[src/rtl/mem_req_arbiter_if.sv]
// mem_req_arbiter_if: client request/response and RAM-engine handshake bundle for mem_req_arbiter
interface mem_req_arbiter_if #(
   parameter int ADDR_W = 32,
   parameter int DATA_W = 32
);
   logic              if_req_in;
   logic [ADDR_W-1:0] if_addr_in;
   logic              if_ack_out;
   logic [DATA_W-1:0] if_rdata_out;
   logic              lb_req_in;
   logic [ADDR_W-1:0] lb_addr_in;
   logic [1:0]        lb_size_in;
   logic              lb_signed_in;
   logic              lb_ack_out;
   logic [DATA_W-1:0] lb_rdata_out;
   logic              st_req_in;
   logic [ADDR_W-1:0] st_addr_in;
   logic [1:0]        st_size_in;
   logic [DATA_W-1:0] st_wdata_in;
   logic              st_ack_out;
   logic              mem_req_valid_out;
   logic              mem_req_ready_in;
   logic              mem_rw_out;
   logic [ADDR_W-1:0] mem_addr_out;
   logic [1:0]        mem_size_out;
   logic [DATA_W-1:0] mem_wdata_out;
   logic              mem_resp_valid_in;
   logic [DATA_W-1:0] mem_resp_data_in;
   modport master (
      input  if_req_in, if_addr_in, lb_req_in, lb_addr_in, lb_size_in, lb_signed_in,
             st_req_in, st_addr_in, st_size_in, st_wdata_in,
             mem_req_ready_in, mem_resp_valid_in, mem_resp_data_in,
      output if_ack_out, if_rdata_out, lb_ack_out, lb_rdata_out, st_ack_out,
             mem_req_valid_out, mem_rw_out, mem_addr_out, mem_size_out, mem_wdata_out
   );
   modport slave (
      output if_req_in, if_addr_in, lb_req_in, lb_addr_in, lb_size_in, lb_signed_in,
             st_req_in, st_addr_in, st_size_in, st_wdata_in,
             mem_req_ready_in, mem_resp_valid_in, mem_resp_data_in,
      input  if_ack_out, if_rdata_out, lb_ack_out, lb_rdata_out, st_ack_out,
             mem_req_valid_out, mem_rw_out, mem_addr_out, mem_size_out, mem_wdata_out
   );
endinterface

[src/rtl/mem_req_arbiter.sv]
// mem_req_arbiter: round-robin arbiter of fetch/load/store clients onto the byte-serial RAM engine
module mem_req_arbiter #(
   parameter int ADDR_W = 32,
   parameter int DATA_W = 32
) (
   input logic clk_in,
   input logic rst_in,
   input logic rdy_in,
   input logic flush_in,
   mem_req_arbiter_if.master bus
);
   typedef enum logic [1:0] {IDLE, ISSUE, WAIT, DROP} state_t;
   localparam logic [1:0] IF = 2'd0;
   localparam logic [1:0] LB = 2'd1;
   localparam logic [1:0] ST = 2'd2;
   state_t state;
   logic [1:0] rr_ptr, owner, sel, p1, p2;
   logic [3:0] req;
   logic lb_signed, read_flush;
   logic [DATA_W-1:0] d, lb_data;
   function automatic logic [1:0] nxt(input logic [1:0] p);
      return p == ST ? IF : p + 2'd1;
   endfunction
   // a flush suppresses speculative reads in the grant cycle; committed stores still compete
   assign req = {1'b0, bus.st_req_in, bus.lb_req_in & ~flush_in, bus.if_req_in & ~flush_in};
   assign read_flush = flush_in & (owner != ST);
   assign d = bus.mem_resp_data_in;
   always_comb begin
      p1 = nxt(rr_ptr);
      p2 = nxt(p1);
      sel = req[rr_ptr] ? rr_ptr : req[p1] ? p1 : p2;
   end
   assign lb_data = bus.mem_size_out == 2'd0 ? {{(DATA_W-8){lb_signed & d[7]}}, d[7:0]} :
                    bus.mem_size_out == 2'd1 ? {{(DATA_W-16){lb_signed & d[15]}}, d[15:0]} : d;
   always_ff @(posedge clk_in or posedge rst_in) begin
      if (rst_in) begin
         state <= IDLE;
         rr_ptr <= IF;
         owner <= IF;
         lb_signed <= 1'b0;
         bus.if_ack_out <= 1'b0;
         bus.lb_ack_out <= 1'b0;
         bus.st_ack_out <= 1'b0;
         bus.if_rdata_out <= '0;
         bus.lb_rdata_out <= '0;
         bus.mem_req_valid_out <= 1'b0;
         bus.mem_rw_out <= 1'b0;
         bus.mem_addr_out <= '0;
         bus.mem_size_out <= '0;
         bus.mem_wdata_out <= '0;
      end else if (rdy_in) begin
         bus.if_ack_out <= 1'b0;
         bus.lb_ack_out <= 1'b0;
         bus.st_ack_out <= 1'b0;
         if (flush_in) rr_ptr <= ST;
         case (state)
            IDLE: if (|req) begin
               owner <= sel;
               rr_ptr <= nxt(sel);
               lb_signed <= bus.lb_signed_in;
               bus.mem_rw_out <= sel == ST;
               bus.mem_addr_out <= sel == IF ? bus.if_addr_in : sel == LB ? bus.lb_addr_in : bus.st_addr_in;
               bus.mem_size_out <= sel == IF ? 2'd2 : sel == LB ? bus.lb_size_in : bus.st_size_in;
               bus.mem_wdata_out <= sel == ST ? bus.st_wdata_in : '0;
               bus.mem_req_valid_out <= 1'b1;
               state <= ISSUE;
            end
            ISSUE: if (read_flush || bus.mem_req_ready_in) begin
               bus.mem_req_valid_out <= 1'b0;
               // a read already accepted by the engine must still have its response swallowed
               state <= !read_flush ? WAIT : bus.mem_req_ready_in ? DROP : IDLE;
            end
            WAIT: if (bus.mem_resp_valid_in) begin
               state <= IDLE;
               if (!read_flush) begin
                  bus.if_ack_out <= owner == IF;
                  bus.lb_ack_out <= owner == LB;
                  bus.st_ack_out <= owner == ST;
                  if (owner == IF) bus.if_rdata_out <= d;
                  if (owner == LB) bus.lb_rdata_out <= lb_data;
               end
            end else if (read_flush) begin
               state <= DROP;
            end
            DROP: if (bus.mem_resp_valid_in) state <= IDLE;
         endcase
      end
   end
endmodule

[src/flat_wrapper.sv]
// flat-port wrapper written by rule: the top's interface ports become plain ports
module mem_req_arbiter_flat 
#(
   parameter int ADDR_W = 32,
   parameter int DATA_W = 32
)
  (clk_in, rst_in, rdy_in, flush_in, bus_if_req_in, bus_if_addr_in, bus_lb_req_in, bus_lb_addr_in, bus_lb_size_in, bus_lb_signed_in, bus_st_req_in, bus_st_addr_in, bus_st_size_in, bus_st_wdata_in, bus_mem_req_ready_in, bus_mem_resp_valid_in, bus_mem_resp_data_in, bus_if_ack_out, bus_if_rdata_out, bus_lb_ack_out, bus_lb_rdata_out, bus_st_ack_out, bus_mem_req_valid_out, bus_mem_rw_out, bus_mem_addr_out, bus_mem_size_out, bus_mem_wdata_out);
  mem_req_arbiter_if #(.ADDR_W(ADDR_W), .DATA_W(DATA_W)) bus_i ();
  input logic clk_in;
  input logic rst_in;
  input logic rdy_in;
  input logic flush_in;
  input wire logic [$bits(bus_i.if_req_in)-1:0] bus_if_req_in;
  input wire logic [$bits(bus_i.if_addr_in)-1:0] bus_if_addr_in;
  input wire logic [$bits(bus_i.lb_req_in)-1:0] bus_lb_req_in;
  input wire logic [$bits(bus_i.lb_addr_in)-1:0] bus_lb_addr_in;
  input wire logic [$bits(bus_i.lb_size_in)-1:0] bus_lb_size_in;
  input wire logic [$bits(bus_i.lb_signed_in)-1:0] bus_lb_signed_in;
  input wire logic [$bits(bus_i.st_req_in)-1:0] bus_st_req_in;
  input wire logic [$bits(bus_i.st_addr_in)-1:0] bus_st_addr_in;
  input wire logic [$bits(bus_i.st_size_in)-1:0] bus_st_size_in;
  input wire logic [$bits(bus_i.st_wdata_in)-1:0] bus_st_wdata_in;
  input wire logic [$bits(bus_i.mem_req_ready_in)-1:0] bus_mem_req_ready_in;
  input wire logic [$bits(bus_i.mem_resp_valid_in)-1:0] bus_mem_resp_valid_in;
  input wire logic [$bits(bus_i.mem_resp_data_in)-1:0] bus_mem_resp_data_in;
  output wire logic [$bits(bus_i.if_ack_out)-1:0] bus_if_ack_out;
  output wire logic [$bits(bus_i.if_rdata_out)-1:0] bus_if_rdata_out;
  output wire logic [$bits(bus_i.lb_ack_out)-1:0] bus_lb_ack_out;
  output wire logic [$bits(bus_i.lb_rdata_out)-1:0] bus_lb_rdata_out;
  output wire logic [$bits(bus_i.st_ack_out)-1:0] bus_st_ack_out;
  output wire logic [$bits(bus_i.mem_req_valid_out)-1:0] bus_mem_req_valid_out;
  output wire logic [$bits(bus_i.mem_rw_out)-1:0] bus_mem_rw_out;
  output wire logic [$bits(bus_i.mem_addr_out)-1:0] bus_mem_addr_out;
  output wire logic [$bits(bus_i.mem_size_out)-1:0] bus_mem_size_out;
  output wire logic [$bits(bus_i.mem_wdata_out)-1:0] bus_mem_wdata_out;
  assign bus_i.if_req_in = bus_if_req_in;
  assign bus_i.if_addr_in = bus_if_addr_in;
  assign bus_i.lb_req_in = bus_lb_req_in;
  assign bus_i.lb_addr_in = bus_lb_addr_in;
  assign bus_i.lb_size_in = bus_lb_size_in;
  assign bus_i.lb_signed_in = bus_lb_signed_in;
  assign bus_i.st_req_in = bus_st_req_in;
  assign bus_i.st_addr_in = bus_st_addr_in;
  assign bus_i.st_size_in = bus_st_size_in;
  assign bus_i.st_wdata_in = bus_st_wdata_in;
  assign bus_i.mem_req_ready_in = bus_mem_req_ready_in;
  assign bus_i.mem_resp_valid_in = bus_mem_resp_valid_in;
  assign bus_i.mem_resp_data_in = bus_mem_resp_data_in;
  assign bus_if_ack_out = bus_i.if_ack_out;
  assign bus_if_rdata_out = bus_i.if_rdata_out;
  assign bus_lb_ack_out = bus_i.lb_ack_out;
  assign bus_lb_rdata_out = bus_i.lb_rdata_out;
  assign bus_st_ack_out = bus_i.st_ack_out;
  assign bus_mem_req_valid_out = bus_i.mem_req_valid_out;
  assign bus_mem_rw_out = bus_i.mem_rw_out;
  assign bus_mem_addr_out = bus_i.mem_addr_out;
  assign bus_mem_size_out = bus_i.mem_size_out;
  assign bus_mem_wdata_out = bus_i.mem_wdata_out;
  mem_req_arbiter #(.ADDR_W(ADDR_W), .DATA_W(DATA_W)) u_core (.clk_in(clk_in), .rst_in(rst_in), .rdy_in(rdy_in), .flush_in(flush_in), .bus(bus_i));
endmodule
[config.mk]
export PLATFORM = sky130hd
export DESIGN_NAME = mem_req_arbiter_flat
export DESIGN_NICKNAME = d
export VERILOG_FILES = /design/src/rtl/mem_req_arbiter_if.sv /design/src/rtl/mem_req_arbiter.sv /design/src/flat_wrapper.sv
export SDC_FILE = /design/constraint.sdc
export NUM_CORES = 1
export LEC_CHECK = 0
export CORE_MARGIN = 1.5
export CORE_UTILIZATION = 37
export CTS_CLUSTER_DIAMETER = 50
export DETAILED_ROUTE_END_ITERATION = 12
export PLACE_DENSITY = 0.75
export SETUP_SLACK_MARGIN = 0.5
export SYNTH_ARGS = -nofsm -noshare
export SYNTH_HDL_FRONTEND = slang
export SYNTH_SLANG_ARGS = --single-unit
[constraint.sdc]
create_clock -name clk_in -period 4.7 [get_ports clk_in]
set_clock_uncertainty 0.2 [all_clocks]
set_input_delay 0.705 -clock clk_in [delete_from_list [all_inputs] [get_ports clk_in]]
set_output_delay 0.705 -clock clk_in [all_outputs]
set_load 0.02 [all_outputs]
==> impl_metrics.toml <==
[outcome]
status = "complete, no violations"

[die]
top_level_ports = 309
die-width_um = 132.3
die_h_um = 132.3
start_util_pct = 37.59
rows = 47
core_um2 = 16470
die_area_um2 = 17510

[worst_setup_path]
criticalPathCategory = "in2reg"
crit_path_max_fanout = 34
cp_top_family = "simple AND/OR/NAND/NOR gates"
crit_path_start_kind = "input pin"
end_kind = "flop"
cp_slowest_cell = "or3_2"
worstPathCellList = "clkdlybuf4s50_1 > o21ba_4 > o21ai_1 > or3_2 > nor2_4 > a22o_1"
cp_slowest_stage_delay_ns = 0.75
path_buf_inv = 1
critPathRequiredTime_ns = 4.84
arrival_ns = 3.35

[pwr]
power_frac_clock_pct = 20.8
seqPwrFrac_pct = 33.1
switchingPower_w = 0.002347
ir_drop_mv = 0.3148
internal_power_w = 0.004001
p_sw_share_pct = 36.97
leakagePower_nw = 4.149
power.share.combinational_pct = 46.1
powerDensity_nw_per_um2 = 642.9

[synth]
synth.distinct_cells = 45
synth_top_area_share_pct = 57.41
seq_area_frac_synth_pct = 57.41
yosysWarnings = 0
synth.area.top_cells = "dfrtp_1, mux2_2, a22o_1, nand2_1, a221oi_1"
ys.flop_type = "dfrtp_1"
synth_edf_count = 0
syn-num-nets = 695
synthArstFlopShare_pct = 100.0
avgSynthCellArea_um2 = 11.88
synth_area_um2 = 6190
yosys.area.top_type = "dfrtp_1"
ys_seq_elements = 142
synthCells = 521

[clock_network]
cts_buffers = 17
cts_hold_buf = 0
cts_buffer_depth = 2
cts_max_level = 4
worstSkewPairLatency_ns = 0.41
root_buffer = "clkbuf_16"
cts_num_sinks = 142
clk_pin_slew_worst_paths_ns = 0.06
cts_resized = 0
cts_tree = "yes"
postCtsSetupRepairBufs = 0

[final_layout]
fillers = 1378
antenna_cells = 0
nets = 984
syn2layout_area_growth_pct = 59.53
regArea_um2 = 3553
multi_input_area_um2 = 2321
postLayoutCoreUtil_pct = 59.97
drive_gt1_share_pct = 10.57

[drt]
ant_nets = 0
route.detailed.drc = 0
drt_iter0_drc = 206
routed_via_density = 4.974
routed_wirelength_um = 17480
first_pass_iters = 4
wl_per_cell_um = 16.75
vias = 5188

[grt]
grt_usage_pct = 20.37
grt_overflow = 0
antenna_found_initial = 0
grtUsageMet1_pct = 25.30
grt_max_degree = 143
grt-busiest-layer = "met2"
grt_pass1_vias = 5260
grt_pass1_wl_um = 28210
met3_usage_pct = 6.459
grt_util_met2_pct = 33.77

[placed_design]
io_buffers = 308
routabilityCongestion = 0.7576
hpwl_um = 12380

[sta]
rsz0062_at_grt = "false"
maxSlewHeadroom_pct = 21.36
period_share_pct = 68.16
fmax_mhz = 312.2
finalSetupViolations = 0
tightest_slew_ns = 1.174
holdWs_ns = 0.2722
finalSetupTns_ns = 0
maxSlewViolCount = 0
hold_viol_final = 0
min_period_ns = 3.203

[job]
max_cap_violations = 0

[hold_path]
hold_path_class = "reg2reg"
## power groups by stage
stage	sequential, W	combinational, W	clock [W]
6_report	0.00210	0.00293	0.00132
5_1_grt	0.00218	0.00313	0.00139
4_1_cts	0.00211	0.00296	0.00135
3_5_place_dp	0.00212	0.00296	0
3_3_place_gp	0.00211	0.00292	0
2_1_floorplan	0.00263	0.00110	0
## worst register-to-register path, delay by kind of cell, from the launching register on
| family | cells | cell delay (ns) |
|---|---|---|
| AOI/OAI and AO/OA | 2 | 0.92 |
| DFF | 1 | 0.47 |
| muxes | 3 | 0.85 |
## metal layers
metal,vias to the layer above,routed length (µm)
met2,213,8505
met5,-,0
met3,21,1399
met1,2481,7283
li1,2473,-
met4,0,286
## cells in the final DEF (no fill, tap or decap), types with 2 or more instances in the layout
master and count:
a31oi_1 10, clkdlybuf4s50_1 308, dfrtp_1 142, nor2_1 34, inv_1 3, clkinvlp_4 3, inv_6 4, o2bb2ai_1 20
a221oi_1 21, clkbuf_1 4, a22o_1 32, mux2_4 6, buf_4 4, o21ai_0 29, o21ai_1 12, nand3_1 2
clkinv_4 2, nor2b_1 2, a21o_1 4, mux2i_1 14, nor3b_1 2, nand2b_1 2, and2_1 2, bufinv_16 2
mux2_2 38, a21oi_1 19, nand2_1 62, clkbuf_16 17
## registers in the layout, summed over array words and instances (netlist names)
signal                        flops
u_core.bus.mem_req_valid_out      1
u_core.state                      2
u_core.lb_signed                  1
u_core.bus.st_ack_out             1
u_core.bus.mem_addr_out          32
u_core.bus.mem_wdata_out         32
u_core.bus.lb_ack_out             1
u_core.bus.mem_rw_out             1
u_core.rr_ptr                     2
u_core.bus.if_ack_out             1
u_core.bus.if_rdata_out          32
u_core.bus.lb_rdata_out          32
u_core.bus.mem_size_out           2
u_core.owner                      2
## stage by stage
step / setup WS, ns / std cells / power [W] / instance area [µm²]
CTS: 1.513 / 1043 / 0.006416 / 9874
global route: 1.374 / 1043 / 0.006712 / 9874
global placement: 1.132 / 1011 / 0.005027 / 9301
floorplan: 2.018 / 521 / 0.003728 / 6193
detailed placement: 1.080 / 1011 / 0.005075 / 9301
finish: 1.497 / 1043 / 0.006348 / 9874
## cells by family (layout without fill, tap and decap cells)
family | count (synthesis) | in the layout | share of synthesized area, %
AO/OA/AOI/OAI | 158 | 158 | 18.52
XOR/XNOR | 1 | 1 | 0.1415
buffers and inverters | 47 | 349 | 5.195
flip-flops | 142 | 142 | 57.41
multiplexers | 58 | 58 | 10.63
AND/OR/NAND/NOR | 115 | 115 | 8.106
## layout make-up
cell class              instances  share of cell area [%]
clock inverters                11                   1.343
multi-input cells             332                   23.50
clock buffers                  21                   4.460
inverters                       4                  0.1901
well taps                     220                   2.788
flip-flops and latches        142                   35.99
repair buffers                313                   31.73
## cells in the mapped netlist (2+ instances only)
cell type  number
nor3b_1         2
buf_4           3
nand2b_1        2
o21ai_0        29
nor2b_1         2
inv_1           4
nand2_1        62
and2_1          2
o2bb2ai_1      20
clkbuf_1       13
a31oi_1        10
a22o_1         32
buf_2          11
buf_6          16
nor2_1         34
mux2_2         38
dfrtp_1       142
o21ai_1        12
mux2i_1        14
mux2_4          6
nand3_1         2
a21o_1          4
a21oi_1        19
a221oi_1       21
## final timing paths
path                                                    end  slack, ns  cells past startpoint                  startpoint
worst max-delay path            u_core.bus.mem_wdata_out[0]       1.50                      6                    flush_in
max in group asynchronous       u_core.bus.mem_addr_out[26]       3.04                      3                      rst_in
min in group asynchronous        u_core.bus.lb_rdata_out[5]       0.61                      3                      rst_in
worst min-delay path             u_core.bus.lb_rdata_out[2]       0.27                      2  u_core.bus.lb_rdata_out[2]
worst min register to register   u_core.bus.lb_rdata_out[2]       0.27                      2  u_core.bus.lb_rdata_out[2]
worst max register to register  u_core.bus.mem_addr_out[21]       2.11                      5            u_core.rr_ptr[1]
Note: power is estimated with default switching activity, not from simulation.
